`config.mk`:
```
export PLATFORM = sky130hd
export DESIGN_NAME = key_event_scheduler
export DESIGN_NICKNAME = d
export VERILOG_FILES = /design/src/rtl/key_pkg.sv /design/src/rtl/key_evt_fifo.sv /design/src/rtl/key_event_scheduler.sv
export SDC_FILE = /design/constraint.sdc
export NUM_CORES = 1
export LEC_CHECK = 0
export CORE_ASPECT_RATIO = 1.2
export CORE_MARGIN = 4
export CORE_UTILIZATION = 63
export DETAILED_ROUTE_END_ITERATION = 10
export PLACE_DENSITY = 0.86
export SYNTH_ARGS = -nofsm -noshare
export SYNTH_HDL_FRONTEND = slang
export SYNTH_SLANG_ARGS = --single-unit
```
`constraint.sdc`:
```
create_clock -name clk -period 10.14 [get_ports clk]
set_input_delay 1.014 -clock clk [delete_from_list [all_inputs] [get_ports clk]]
set_output_delay 1.014 -clock clk [all_outputs]
set_load 0.05 [all_outputs]
```
`src/rtl/key_pkg.sv`:
```
// ---------------------------------------------------------------------------
// key_pkg
// Shared definitions for the key event scheduler and its event queue.
//   KEY_N_DEFAULT : default number of buttons
//   key_cw(n)     : width of a key index for n keys (minimum 1 bit)
//   key_name_e    : index names of the five front-panel buttons
//   evt_kind_e    : value of the repeat flag in an event word
//   rpt_state_e   : auto-repeat tracker states
// Event word layout (CW+1 bits): {repeat, code[CW-1:0]}
// ---------------------------------------------------------------------------
package key_pkg;

  localparam int KEY_N_DEFAULT = 5;

  function automatic int key_cw(input int n);
    return (n <= 2) ? 1 : $clog2(n);
  endfunction

  typedef enum int unsigned {
    KEY_UP    = 0,
    KEY_DOWN  = 1,
    KEY_LEFT  = 2,
    KEY_RIGHT = 3,
    KEY_OK    = 4
  } key_name_e;

  typedef enum logic {
    EVT_PRESS  = 1'b0,
    EVT_REPEAT = 1'b1
  } evt_kind_e;

  typedef enum logic [1:0] {
    RPT_IDLE   = 2'd0,
    RPT_DELAY  = 2'd1,
    RPT_REPEAT = 2'd2
  } rpt_state_e;

endpackage

```
`src/rtl/key_evt_fifo.sv`:
```
// ---------------------------------------------------------------------------
// key_evt_fifo
// Synchronous first-word-fall-through FIFO for key event words.
// A push is accepted when not full, or when full and a pop happens in the
// same cycle. A pop on an empty FIFO is ignored. The head word is presented
// combinationally and forced to zero while empty so the read port has a
// defined value straight out of reset.
// Ports:
//   clk, rst_n        clock, asynchronous active-low reset
//   push_i, push_data_i   write request and word
//   pop_i             consume the head word
//   rd_data_o         head word (zero when empty)
//   full_o, empty_o   occupancy flags
// ---------------------------------------------------------------------------
module key_evt_fifo #(
  parameter int WIDTH = 4,
  parameter int DEPTH = 4
) (
  input  logic             clk,
  input  logic             rst_n,
  input  logic             push_i,
  input  logic [WIDTH-1:0] push_data_i,
  input  logic             pop_i,
  output logic [WIDTH-1:0] rd_data_o,
  output logic             full_o,
  output logic             empty_o
);

  localparam int AW = (DEPTH <= 2) ? 1 : $clog2(DEPTH);

  logic [WIDTH-1:0] mem_q [DEPTH];
  logic [AW-1:0]    wr_ptr_q;
  logic [AW-1:0]    rd_ptr_q;
  logic [AW:0]      count_q;
  logic             push_eff;
  logic             pop_eff;

  assign full_o   = (count_q == (AW+1)'(DEPTH));
  assign empty_o  = (count_q == '0);
  assign pop_eff  = pop_i & ~empty_o;
  // A full FIFO still takes a word when the head leaves in the same cycle.
  assign push_eff = push_i & (~full_o | pop_eff);

  assign rd_data_o = empty_o ? '0 : mem_q[rd_ptr_q];

  always_ff @(posedge clk) begin
    if (push_eff) begin
      mem_q[wr_ptr_q] <= push_data_i;
    end
  end

  // DEPTH is a power of two, so the pointers wrap naturally.
  always_ff @(posedge clk or negedge rst_n) begin
    if (!rst_n) begin
      wr_ptr_q <= '0;
      rd_ptr_q <= '0;
      count_q  <= '0;
    end else begin
      if (push_eff) wr_ptr_q <= wr_ptr_q + 1'b1;
      if (pop_eff)  rd_ptr_q <= rd_ptr_q + 1'b1;
      case ({push_eff, pop_eff})
        2'b10:   count_q <= count_q + 1'b1;
        2'b01:   count_q <= count_q - 1'b1;
        default: count_q <= count_q;
      endcase
    end
  end

endmodule

```
`src/rtl/key_event_scheduler.sv`:
```
// ---------------------------------------------------------------------------
// key_event_scheduler
// Collects one-cycle press pulses from the debouncer bank, remembers them in
// a per-key pending register, grants one pending key per cycle round-robin
// into a small FWFT event queue and presents key codes to the control FSM
// over a valid/ready handshake.
// Optional feature (macro KEY_REPEAT_EN): auto-repeat of the most recently
// granted genuine press while its key_held level stays high. Without the
// macro no repeat logic exists, evt_repeat is 0 and key_held is ignored.
// Ports:
//   clk, rst_n     clock, asynchronous active-low reset
//   key_pulse      one-cycle press pulse per key
//   key_held       debounced level per key (auto-repeat only)
//   evt_valid      an event is presented (queue non-empty)
//   evt_ready      consumer accepts the event on valid & ready
//   evt_code       key index of the presented event
//   evt_repeat     1 = auto-repeat event, 0 = genuine press
//   overflow       sticky flag: a press was lost
//   clr_overflow   synchronous clear of overflow (a new loss wins)
// ---------------------------------------------------------------------------
module key_event_scheduler
  import key_pkg::*;
#(
  parameter  int N_KEYS       = KEY_N_DEFAULT,
  parameter  int FIFO_DEPTH   = 4,
  parameter  int REPEAT_DELAY = 50_000_000,
  parameter  int REPEAT_RATE  = 10_000_000,
  localparam int CW           = key_cw(N_KEYS)
) (
  input  logic              clk,
  input  logic              rst_n,
  input  logic [N_KEYS-1:0] key_pulse,
  input  logic [N_KEYS-1:0] key_held,
  output logic              evt_valid,
  input  logic              evt_ready,
  output logic [CW-1:0]     evt_code,
  output logic              evt_repeat,
  output logic              overflow,
  input  logic              clr_overflow
);

  logic [N_KEYS-1:0] pending_q, pending_d;
  logic [N_KEYS-1:0] grant_vec;
  logic [N_KEYS-1:0] lost_vec;
  logic [CW-1:0]     rr_ptr_q, rr_ptr_d;
  logic              overflow_q, overflow_d;

  logic              grant_any;
  logic [CW-1:0]     grant_idx;
  logic              rep_push;
  logic [CW-1:0]     rep_code;

  logic              fifo_full;
  logic              fifo_empty;
  logic              fifo_pop;
  logic              fifo_accept;
  logic              fifo_push;
  logic [CW:0]       fifo_push_word;
  logic [CW:0]       fifo_rd_word;

  assign evt_valid   = ~fifo_empty;
  assign evt_code    = fifo_rd_word[CW-1:0];
  assign overflow    = overflow_q;
  assign fifo_pop    = evt_valid & evt_ready;
  assign fifo_accept = ~fifo_full | fifo_pop;

  // Round-robin search starting just after the last granted key.
  always_comb begin
    int            idx;
    logic [CW-1:0] cand;
    grant_any = 1'b0;
    grant_idx = '0;
    idx       = 0;
    cand      = '0;
    for (int k = 1; k <= N_KEYS; k++) begin
      idx = int'(rr_ptr_q) + k;
      if (idx >= N_KEYS) idx = idx - N_KEYS;
      cand = CW'(idx);
      if (!grant_any && fifo_accept && pending_q[cand]) begin
        grant_any = 1'b1;
        grant_idx = cand;
      end
    end
  end

  // A pulse arriving with the grant of the same key is a second press and
  // stays pending; a pulse on a pending key that is not granted is lost.
  for (genvar gi = 0; gi < N_KEYS; gi++) begin : g_pend
    assign grant_vec[gi] = grant_any & (grant_idx == CW'(gi));
    assign lost_vec[gi]  = key_pulse[gi] & pending_q[gi] & ~grant_vec[gi];
    assign pending_d[gi] = (pending_q[gi] & ~grant_vec[gi]) | key_pulse[gi];
  end

  assign rr_ptr_d   = grant_any ? grant_idx : rr_ptr_q;
  assign overflow_d = (|lost_vec) ? 1'b1 : (clr_overflow ? 1'b0 : overflow_q);

  always_ff @(posedge clk or negedge rst_n) begin
    if (!rst_n) begin
      pending_q  <= '0;
      rr_ptr_q   <= CW'(N_KEYS - 1);
      overflow_q <= 1'b0;
    end else begin
      pending_q  <= pending_d;
      rr_ptr_q   <= rr_ptr_d;
      overflow_q <= overflow_d;
    end
  end

  // Genuine presses always win the single push slot; a repeat only uses it
  // when no key was granted.
  assign fifo_push      = grant_any | rep_push;
  assign fifo_push_word = grant_any ? {EVT_PRESS, grant_idx} : {EVT_REPEAT, rep_code};

`ifdef KEY_REPEAT_EN
  localparam int CNT_MAX = (REPEAT_DELAY > REPEAT_RATE) ? REPEAT_DELAY : REPEAT_RATE;
  localparam int CNTW    = (CNT_MAX < 2) ? 1 : $clog2(CNT_MAX + 1);

  rpt_state_e      rpt_state_q;
  logic [CNTW-1:0] cnt_q;
  logic [CW-1:0]   trk_q;
  logic            rep_pend_q;

  assign rep_push   = rep_pend_q & ~grant_any & fifo_accept;
  assign rep_code   = trk_q;
  assign evt_repeat = fifo_rd_word[CW];

  always_ff @(posedge clk or negedge rst_n) begin
    if (!rst_n) begin
      rpt_state_q <= RPT_IDLE;
      cnt_q       <= '0;
      trk_q       <= '0;
      rep_pend_q  <= 1'b0;
    end else begin
      if (rep_push) rep_pend_q <= 1'b0;
      if (grant_any) begin
        // Retarget to the newest genuine press; a stale repeat is discarded.
        rpt_state_q <= RPT_DELAY;
        cnt_q       <= '0;
        trk_q       <= grant_idx;
        rep_pend_q  <= 1'b0;
      end else begin
        case (rpt_state_q)
          RPT_DELAY: begin
            if (!key_held[trk_q]) begin
              rpt_state_q <= RPT_IDLE;
              cnt_q       <= '0;
              rep_pend_q  <= 1'b0;
            end else if (cnt_q == CNTW'(REPEAT_DELAY - 1)) begin
              rep_pend_q  <= 1'b1;
              cnt_q       <= '0;
              rpt_state_q <= RPT_REPEAT;
            end else begin
              cnt_q <= cnt_q + 1'b1;
            end
          end
          RPT_REPEAT: begin
            if (!key_held[trk_q]) begin
              rpt_state_q <= RPT_IDLE;
              cnt_q       <= '0;
              rep_pend_q  <= 1'b0;
            end else if (cnt_q == CNTW'(REPEAT_RATE - 1)) begin
              // Setting while still set simply coalesces.
              rep_pend_q <= 1'b1;
              cnt_q      <= '0;
            end else begin
              cnt_q <= cnt_q + 1'b1;
            end
          end
          default: begin
            rpt_state_q <= RPT_IDLE;
            cnt_q       <= '0;
          end
        endcase
      end
    end
  end
`else
  localparam int UNUSED_RPT_CFG = REPEAT_DELAY + REPEAT_RATE;
  logic unused_rpt_sig;

  assign rep_push       = 1'b0;
  assign rep_code       = '0;
  assign evt_repeat     = 1'b0;
  assign unused_rpt_sig = ^{key_held, fifo_rd_word[CW]};
`endif

  key_evt_fifo #(
    .WIDTH (CW + 1),
    .DEPTH (FIFO_DEPTH)
  ) u_fifo (
    .clk         (clk),
    .rst_n       (rst_n),
    .push_i      (fifo_push),
    .push_data_i (fifo_push_word),
    .pop_i       (fifo_pop),
    .rd_data_o   (fifo_rd_word),
    .full_o      (fifo_full),
    .empty_o     (fifo_empty)
  );

endmodule

```
* Word-level counts from Yosys, hierarchy flattened *
Memories as Yosys holds them, arrays and structs flattened.
Cells that the tools add are included.

storage, ports and cells
  memory bits (read-only) = 0
  output and inout port bits = 6
  bits in latches = 0
  memories kept = 1
  bits of input ports = 14
  bits in writable memories = 16
  register bits = 16

memory list
  memory        depth  width  read ports  clocked after Yosys merged registers in  wr ports  RTL line            text
  u_fifo.mem_q  4      4      1           0                                        1         key_evt_fifo.sv:31  logic [WIDTH-1:0] mem_q [DEPTH];

cells by class
  shift-type cells = 0
  $lt $le $gt $ge = 10
  divide/modulo/power cells = 0
  bitwise logic cells = 37
  muxes and demuxes = 32
  multipliers = 0
  reduce and logical (&&, ||, !) cells = 18
  add/sub/neg operators = 14
  eq/ne operators = 7

operators by type and width
  operator                                                    count
  two-way mux 3 bit                                           11
  bitwise AND 1 bit                                           23
  >= comparator 4 x 3 -> 1 bit, second input constant         5
  less-than comparator 3 x 4 -> 1 bit, second input constant  5
  binary-select mux 1 bit (select 3 bit)                      5
  subtractor 3 bit, second input constant                     5
  two-way mux 1 bit                                           14
  logical AND 1 bit                                           9
  adder 3 x 2 -> 4 bit, second input constant                 2
  adder 3 x 3 -> 4 bit, second input constant                 2
  NOT 1 bit                                                   7
  bitwise OR 1 bit                                            7
  equality test 3 x 2 -> 1 bit, second input constant         2
  equality test 3 bit, second input constant                  2
  zero test 3 bit                                             2
  case mux 3 bit (2 select lines)                             1
  OR reduction 5 bit                                          1
  adder 2 x 1 -> 2 bit, second input constant                 2
  adder 3 x 1 -> 4 bit, second input constant                 1
  zero test 1 bit                                             4
  two-way mux 4 bit                                           1
  nonzero test 2 bit                                          2
  adder 3 x 1 -> 3 bit, second input constant                 1
  equality test 3 x 1 -> 1 bit, second input constant         1
  other kinds (3)                                             3

* Longest topological paths before layout *
  word-level depth = 29
  gate-level depth with buffers = 20

* Modules after synthesis *
Synthesis repeated with hierarchy kept, for this count alone.

second synthesis, totals
  cell total of the unflattened synthesis = 262
  area, all modules = 2,685.1 µm²

modules (own cells, without submodules)
  module               cells each  instances  area an instance (µm²)
  key_event_scheduler  198         1          1,642.8
  key_evt_fifo         64          1          1,042.2

* Worst setup path before layout *
OpenSTA, ideal clock, no wires.

  kind = register to register
  start = register rr_ptr_q[0]
  end = register u_fifo.count_q[2]
  period minus slack after synthesis = 3.915 ns
  arrival time = 3.836 ns
  stages on the path, launching flop included = 21
  buffers on the path = 3
  data required time = 10.061 ns
  path slack = 6.225 ns
  cell sequence = dfrtp_1 > buf_6 > buf_6 > inv_2 > ha_1 > inv_1 > fa_1 > a21oi_1 > nor2_1 > o21ai_1 > nand2_1 > nand2_1 > nand2_1 > a2111oi_4 > buf_4 > ha_1 > inv_1 > fa_1 > xor2_1 > nor2_1 > xor2_1

between the ends
  word-level cells in the longest chain between the ends = 26

RTL lines
  element                                                                       RTL line                    text
  start, declared                                                               key_event_scheduler.sv:45   logic [CW-1:0] rr_ptr_q, rr_ptr_d;
  start signal, assigned                                                        key_event_scheduler.sv:100  rr_ptr_q <= CW'(N_KEYS - 1);
  start signal, assigned                                                        key_event_scheduler.sv:104  rr_ptr_q <= rr_ptr_d;
  adder 3 x 1 -> 4 bit                                                          key_event_scheduler.sv:76   idx = int'(rr_ptr_q) + k;
  >= comparator 4 x 3 -> 1 bit / subtractor 3 bit (equally long branches)       key_event_scheduler.sv:77   if (idx >= N_KEYS) idx = idx - N_KEYS;
  two-way mux 3 bit                                                             key_event_scheduler.sv:77
  binary-select mux 1 bit (select 3 bit)                                        key_event_scheduler.sv:79   if (!grant_any && fifo_accept && pending_q[cand]) begin
  two-way mux 1 bit (implied by the code)                                       key_event_scheduler.sv:79
  logical AND 1 bit                                                             key_event_scheduler.sv:79
  two-way mux 1 bit                                                             key_event_scheduler.sv:79
  zero test 1 bit                                                               key_event_scheduler.sv:79
  (+8 left out)                                                                 -
  logical AND 1 bit (2 in series)                                               key_event_scheduler.sv:79
  two-way mux 1 bit                                                             key_event_scheduler.sv:79
  zero test 1 bit                                                               key_event_scheduler.sv:79
  logical AND 1 bit (2 in series)                                               key_event_scheduler.sv:79
  two-way mux 1 bit *                                                           key_event_scheduler.sv:79
  bitwise AND 1 bit *                                                           key_evt_fifo.sv:42          assign push_eff = push_i & (~full_o | pop_eff);
  equality test 2 x 1 -> 1 bit / equality test 2 bit (equally long branches)    key_evt_fifo.sv:61          case ({push_eff, pop_eff})
  case mux 3 bit (2 select lines) / nonzero test 2 bit (equally long branches)  -
  end signal, assigned                                                          key_evt_fifo.sv:62          2'b10: count_q <= count_q + 1'b1;
  end signal, assigned                                                          key_evt_fifo.sv:63          2'b01: count_q <= count_q - 1'b1;
  end signal, assigned                                                          key_evt_fifo.sv:64          default: count_q <= count_q;
  end, declared                                                                 key_evt_fifo.sv:34          logic [AW:0] count_q;

Mark *: on every way between the ends. The rest lies on a longest branch, timed or not. The select of a mux whose other input is x is not followed.
A chain may end at the register's enable or synchronous reset.

* Worst setup path after layout *
  start = register rr_ptr_q[1]
  end = register u_fifo.count_q[2]

The elaborated chain is that of the path after synthesis.

==> metrics.csv <==
metric,value,unit
ys_ff_latch,28,
wl,5190,um
grt_pass1_wl,8640,um
die_x,64.4,um
ff2ff_setup_slack,5.81,ns
cts_tree,built,
ant_nets,0,
antenna_found_initial,0,
final_common_cell,nand2_1,
relSlewSlack,50.0,%
drt-pass1-iter-count,4,
finalHoldViolations,0,
ys_seq_area_share,31.7,%
clkSinkCount,28,
finClkSkew,0.00191,ns
syn_area,0.00240,sq mm
arrival,4.53,ns
synth_edf_count,12,
hold_depth,1,
cts.reportedPaths.clkPinSlew,0.09,ns
yosys.cell_types.count,73,
grt_max_degree,28,
layout_common_cells,"29 x nand2_1, 17 x inv_1, 15 x dfrtp_1, 14 x ha_1, 13 x clkdlybuf4s50_1",
die_h,75.6,um
io_pins,20,
setup_viol,0,
cp-end-kind,flip-flop,
slew_viol_final,0,
tns,0,ns
die-area,0.00487,sq mm
fin_crit_sh,42.7,%
rows,24,
holdCritPathClass,flip-flop to flip-flop,
fin_util,71.1,%
fmax,231,MHz
maxCapViolations,0,
synth_fp_nets,273,
worstSetupPathType,flip-flop to flip-flop,
grt_overflow,0,
async_flop_share,57.1,%
avgSynthCellArea,9.89,sq um
min_period,4.33,ns
area_growth,8.44,%
n_fill_cell,284,
drc,0,
ys.flop_type,dfrtp_1,
status,finished clean,
initial_utilization,65.6,%
cts_max_level,1,
wl_per_cell,17.2,um
gp_congestion,0.918,
numCtsBuffers,3,
grt_pass1_vias,1793,
rsz0062_at_grt,false,
cp-start-kind,flip-flop,
cts-hold-fix-buffers,0,
ff2ff_path_depth,15,
drive_gt1_share,11.6,%
antennaDiodeCount,0,
yosys_warnings,0,
dp_hpwl,3960,um
syn-instance-count,243,
detail_route.vias_per_cell,6.29,
clk_latency,0.28,ns
drt_iter0_drc,89,
required,10.35,ns
cts_resized,0,
vias,1899,
critPathMaxFanout,17,
core,0.00366,sq mm
nets,281,
tightest_slew,0.747,ns
cts_max_path_buffers,2,
grt_use_total,22.8,%
root_buffer,clkbuf_8,
post_cts_buffers,0,
portBuffers,13,
==> critical path, stage by stage (launching register included) <==
cell and delay (ns):
dfrtp_1 0.65, inv_1 0.26, ha_1 0.69, inv_1 0.17, o21ai_0 0.21, a2bb2oi_1 0.10
o211a_1 0.19, nor3_4 0.29, nand2_1 0.15, a2111oi_4 0.43, ha_1 0.25, inv_1 0.06
fa_1 0.37, xor2_1 0.15, nor2_1 0.12, xor2_1 0.15
==> synth_stat cells, types with 3 or more instances <==
library cell / n / area share [%]
xnor2_1: 5 / 1.8
nand3_1: 5 / 1.0
a21oi_1: 6 / 1.3
o211ai_1: 4 / 1.3
clkbuf_1: 4 / 0.62
buf_6: 3 / 1.4
inv_1: 17 / 2.7
nor2b_1: 5 / 1.3
xor2_1: 4 / 1.5
nand2b_1: 7 / 1.8
buf_2: 3 / 0.62
mux4_2: 5 / 4.7
edfxtp_1: 12 / 15
ha_1: 14 / 7.3
mux2i_1: 6 / 2.5
dfrtp_1: 15 / 16
and2_1: 5 / 1.3
a21o_1: 6 / 1.9
nor2_1: 8 / 1.3
nand2_1: 29 / 4.5
o21ai_0: 10 / 2.1
==> layer usage <==
layer  vias to the layer above  global-route usage, %  share of wire, %
met1                       926                   27.4                42
li1                        902                      -                 -
met5                         -                      0                 0
met4                         0                   7.28               2.1
met3                        12                   3.54               3.2
met2                        59                   42.3                53
==> registers in the layout, summed over array words and instances, names as in the netlist <==
name and count:
u_fifo.count_q 3, overflow 1, pending_q 5, u_fifo.wr_ptr_q 2, u_fifo.rd_ptr_q 2, u_fifo.mem_q 12
rr_ptr_q 3
==> path summary, 6_finish.rpt <==
path | start | to
setup / recovery | rr_ptr_q[1]$_DFFE_PN0P_ | u_fifo.count_q[2]$_DFFE_PN0P_
hold / removal | u_fifo.count_q[2]$_DFFE_PN0P_ | u_fifo.count_q[2]$_DFFE_PN0P_
setup reg to reg | rr_ptr_q[1]$_DFFE_PN0P_ | u_fifo.count_q[2]$_DFFE_PN0P_
hold reg to reg | u_fifo.count_q[2]$_DFFE_PN0P_ | u_fifo.count_q[2]$_DFFE_PN0P_
max in group asynchronous | rst_n | overflow$_DFFE_PN0P_
min in group asynchronous | rst_n | u_fifo.count_q[0]$_DFFE_PN0P_
==> stage by stage <==
step                hold WS, ns  cell area, sq um  instances  worst slack [ns]
finish                    0.486              2610        302              5.81
global route              0.504              2610        302              5.53
CTS                       0.485              2610        302              5.90
detailed placement        0.479              2530        298              5.93
global placement          0.468              2530        298              5.98
floorplan                 0.447              2400        243              6.22
==> cell families after synthesis <==
kind of cell	after synthesis	share of synthesized area, %
muxes	14	8.59
adders and majority gates	16	8.96
other	1	0.156
buffers and inverters	30	6.09
and+or+nand+nor	84	20.3
xor gates and xnor gates	9	3.28
AOI/OAI and AO/OA	61	20.9
DFF	28	31.7
==> layout make-up <==
type	instances	area (sq um)	share of cell area, %
Clock buffer	3	41.3	1.59
Clock inverter	1	30.0	1.15
Inverter	18	67.6	2.59
Multi-Input combinational cell	185	1490	57.3
Sequential cell	28	762	29.3
Tap cell	52	65.1	2.50
Timing Repair Buffer	15	145	5.57
Power is left out: the tool's default activity adds up to more than one toggle a clock period on the data nets, which glitch-free logic cannot reach.
